File: config.mk
export PLATFORM = sky130hd
export DESIGN_NAME = ch_counter
export DESIGN_NICKNAME = d
export VERILOG_FILES = /design/src/rtl/param_shadow_chk_ch_counter.sv
export SDC_FILE = /design/constraint.sdc
export NUM_CORES = 1
export LEC_CHECK = 0
export CAP_MARGIN = 10
export CORE_AREA = 2 2 39 41
export DETAILED_ROUTE_END_ITERATION = 10
export DIE_AREA = 0 0 41 43
export HOLD_SLACK_MARGIN = 0.02
export SETUP_SLACK_MARGIN = 0.1
export SYNTH_ARGS = -nofsm -noshare
export SYNTH_HDL_FRONTEND = slang
export SYNTH_SLANG_ARGS = --single-unit
File: constraint.sdc
create_clock -name clk -period 1.09 [get_ports clk]
set_input_delay 0.218 -clock clk [delete_from_list [all_inputs] [get_ports clk]]
set_output_delay 0.218 -clock clk [all_outputs]
set_load 0.005 [all_outputs]
File: src/rtl/param_shadow_chk_ch_counter.sv
// One weighted channel counter: adds INC per enabled cycle, wrapping mod 2^W.
module ch_counter #(
  parameter int W   = 8,
  parameter int INC = 1
) (
  input  logic         clk,
  input  logic         rst_n,
  input  logic         clr,
  input  logic         en,
  output logic [W-1:0] cnt
);

  // Clear at run start, otherwise accumulate the channel weight when enabled
  always_ff @(posedge clk) begin
    if (!rst_n)   cnt <= '0;
    else if (clr) cnt <= '0;
    else if (en)  cnt <= cnt + W'(INC);
  end

endmodule

After elaboration in Yosys (flattened, before gate mapping)
Cells that the tools add are included.
Operators by class
  bitwise logic cells: 1
  add/subtract/negate cells: 1
  reductions and logical operators: 1
Operators with widths (count)
  $add A8 B1 Y8 const B: 1
  $reduce_or A2 Y1: 1
  $not A1 Y1: 1
Storage, ports and cells
  bits in registers: 8
  logic and storage cells: 4
  input bits: 4
  output and inout bits: 8

Longest topological paths before layout
  depth after elaboration: 2
  mapped depth: 4
  gate-level depth less buffers: 4

Least setup slack after synthesis
OpenSTA, ideal clock, no wires.
  path type: register to register
  start: register cnt[0]
  end: register cnt[6]
  buffers on the path: 0
  arrival time: 1.182 ns
  slack: -0.162 ns
  library setup time: 0.070 ns
  data required time: 1.020 ns
  cell stages (with the launch flop): 5
  period minus slack after synthesis: 1.252 ns
  path through: dfxtp_1 > ha_1 > nand4_1 > or3_1 > a21oi_1
Between the ends
  longest elaborated chain between the ends: 1
Ends and longest elaborated chain
  start, declared: RTL line 10  | output logic [W-1:0] cnt
  start signal, assigned: RTL line 17  | else if (en) cnt <= cnt + W'(INC);
  $add A8 B1 Y8: RTL line 17
No other way between the ends.
A chain may end at the register's enable or synchronous reset.

Worst setup path in the final report
Ends and elaborated chain as after synthesis.

==> summary.md <==
| Metric | Value |
|---|---|
| Outcome | `complete, but fails checks` |
| Failing checks | `setup timing` |
| Rows | `14` |
| Fin. max-slew vios | `0` |
| CTS tree | `yes` |
| Pre-antenna DRT Iters | `3` |
| Post-synth top area share | `between 40% and 50%` |
| Post-synth cell types | `14` |
| Worst Tran Pin Value | `~150 ps` |
| Asr flop ratio synth | `0%` |
| Die ar. | `between 1500 and 2000 um2` |
| Largest area contributor in the netlist | `dfxtp_1` |
| Crit path launch type | `flop` |
| Ports | `12` |
| Starting DRC count in detailed routing | `5` |
| Setup ws final | `-80.3 ps` |
| Post-Syn Instances | `38` |
| Top reg by flops | `cnt` |
| Worst setup EP type | `flop` |
| Via density | `between 4 and 5` |
| CTS root buf | `clkbuf_4` |
| First-pass GRT wire length | `around 1.4 mm` |
| Final estimated routing congestion in global placement | `slightly above 0.7` |
| Worst-path clk slew | `60 ps` |
| Top cells by instance count after synthesis | `dfxtp_1 (8), nor2_1 (5), nand4_1 (4)` |
| Via count | `352` |
| Clock sink count | `8` |
| Biggest regs | `cnt x8` |
| Clk_lat worst skew | `roughly 250 ps` |
| Max-Cap Viols | `0` |
| Worst vdd ir | `600 uV` |
| Final period util | `107%` |
| Max FFs per register | `8` |
| Diodes inserted | `0` |
| GR Overflow Total | `0` |
| Leak pwr | `0.226 nW` |
| Most common cell in the netlist | `dfxtp_1` |
| Crit Path Class | `flop to flop` |
| Hold_ws | `488 ps` |
| F_max | `0.854 GHz` |
| Final hold viol count | `0` |
| Vias in the first global route | `336` |
| Initial antenna violation count | `0` |
| Yosys Warn Count | `0` |
| DP Area | `between 500 and 600 um2` |
| Clock Tree Buf Depth | `2` |
| H-tree Lvls | `1` |
| Drt drc | `0` |
| Post-DP HPWL | `558 um` |
| CTS Buf Count | `3` |
| Port Buffers | `11` |
| Tot GR Track Use | `12.0%` |
| Largest net degree at the start of global routing | `9` |
| Post-synthesis sequential area ratio | `between 40% and 50%` |
| Top cells by area, synth | `dfxtp_1 (47%), xor2_1 (7.7%), nand4_1 (7.4%), nor2_1 (5.5%), or3_1 (5.5%)` |
| Filler cell count | `155` |
| Design Area, Final | `561 um2` |
| Drt total wl | `781 um` |
| Area grow syn2layout | `65.3%` |
| Setup violators final | `2` |
| DR WL/cell | `10.3 um` |
| Post-DRT Antenna Nets | `0` |
| Initial core utilization | `24.5%` |
| Hold WC Path Type | `input pin to flop` |
| Average size of a mapped cell | `8.92 um2` |
| CP Data Required Time | `1280 ps` |
| Die X | `roughly 41 um` |
| Rel. slew slack | `90.0%` |
| Post-synth EDFFs | `0` |
| Ys flop type | `dfxtp_1` |
| Die height | `around 43 um` |
| Mapped Nets | `43` |
| Cell Area, Synth | `~340 um2` |
| Unrepaired setup endpoints after global routing | `true` |
| Clock Skews | `2.38 ps` |
| Share of cells above drive strength 1 | `about half` |
| CP arrival | `1360 ps` |
| PwrDens | `~1000 nW/um2` |
| Core area | `1380 um2` |
| Fin crit period | `around 1200 ps` |
| Crit path max fanout | `4` |
| # hold bufs at CTS | `0` |
| Number of nets in the layout | `66` |
| Number of synthesized register bits | `8` |
-- stage by stage --
stage,worst slack (ps),std cells,power [mW],TNS [ps],util (%)
6_report,-80.3,76,0.577,-91.3,40.5
5_1_grt,-157,76,0.612,-356,40.5
3_5_place_dp,-325,67,0.342,-1610,37.0
2_1_floorplan,11.9,38,0.321,0,-
3_3_place_gp,-299,67,0.342,-1500,37.0
4_1_cts,-100,76,0.587,-178,40.2
-- where the power goes --
group / switching [mW] / internal, mW
Clock: 0.105 / 0.140
Sequential: 0.00254 / 0.285
Combinational: 0.0174 / 0.0268
Total: 0.125 / 0.452
-- area by class of cell --
cell class                 count  area, um2  area share (%)
timing repair buffer          20        140            25.0
tap                           16       20.0            3.57
multi-input combinational     28        191            34.2
sequential                     8        183            32.6
clock buffer                   4       26.3            4.69
-- cell usage in the layout, fill, tap and decap left out, types with 2 or more instances in the layout --
master           synthesis  layout
buf_4                    1       8
buf_2                    0       6
nor2_1                   5       5
dfxtp_4                  0       5
nand4_1                  4       4
nand2_1                  3       3
or3_1                    3       3
clkbuf_4                 0       3
dfxtp_2                  0       3
xor2_1                   3       2
o21ai_0                  3       2
a21oi_1                  3       2
clkdlybuf4s50_1          0       2
clkbuf_2                 0       2
-- layer usage --
metal  wire, um  share of wire [%]  track usage (%)
met3         58                7.4             3.14
met1        344                 44             15.5
met4         21                2.7             10.0
met2        357                 46             15.6
met5          0                  0                0
-- cells by family (layout without fill, tap and decap cells) --
logic type	after synthesis	count (layout)	share of synthesized area (%)
AND/OR/NAND/NOR	16	16	23.6
flip-flops	8	8	47.2
AO/OA/AOI/OAI	6	6	8.85
XOR/XNOR	4	4	10.3
buffers and inverters	2	24	3.32
adder cells (fa/ha/maj)	1	1	3.69
multiplexers	1	1	2.95
-- worst max-delay path, stage by stage, from the launching register on --
cell	delay (ps)
dfxtp_4	350
buf_6	100
ha_4	120
nand4_1	90
or3_1	330
a21oi_2	110
-- final timing paths --
| kind | from | endpoint | slack, ps | depth (start not counted) |
|---|---|---|---|---|
| setup / recovery | cnt[0]$_SDFFE_PP0P_ | cnt[6]$_SDFFE_PP0P_ | -80 | 5 |
| hold / removal | en | cnt[5]$_SDFFE_PP0P_ | 490 | 4 |
| setup reg to reg | cnt[0]$_SDFFE_PP0P_ | cnt[6]$_SDFFE_PP0P_ | -80 | 5 |
| hold reg to reg | cnt[6]$_SDFFE_PP0P_ | cnt[6]$_SDFFE_PP0P_ | 530 | 2 |
-- what timing repair did --
item | CTS | global route
endpoints found under the setup margin | 12 | 9
hold endpoints to repair | 0 | 0
buffers inserted | 5 | 0
resized for setup | 34 | 7
pin swaps | 5 | 4
Note: power is estimated with default switching activity, not from simulation.
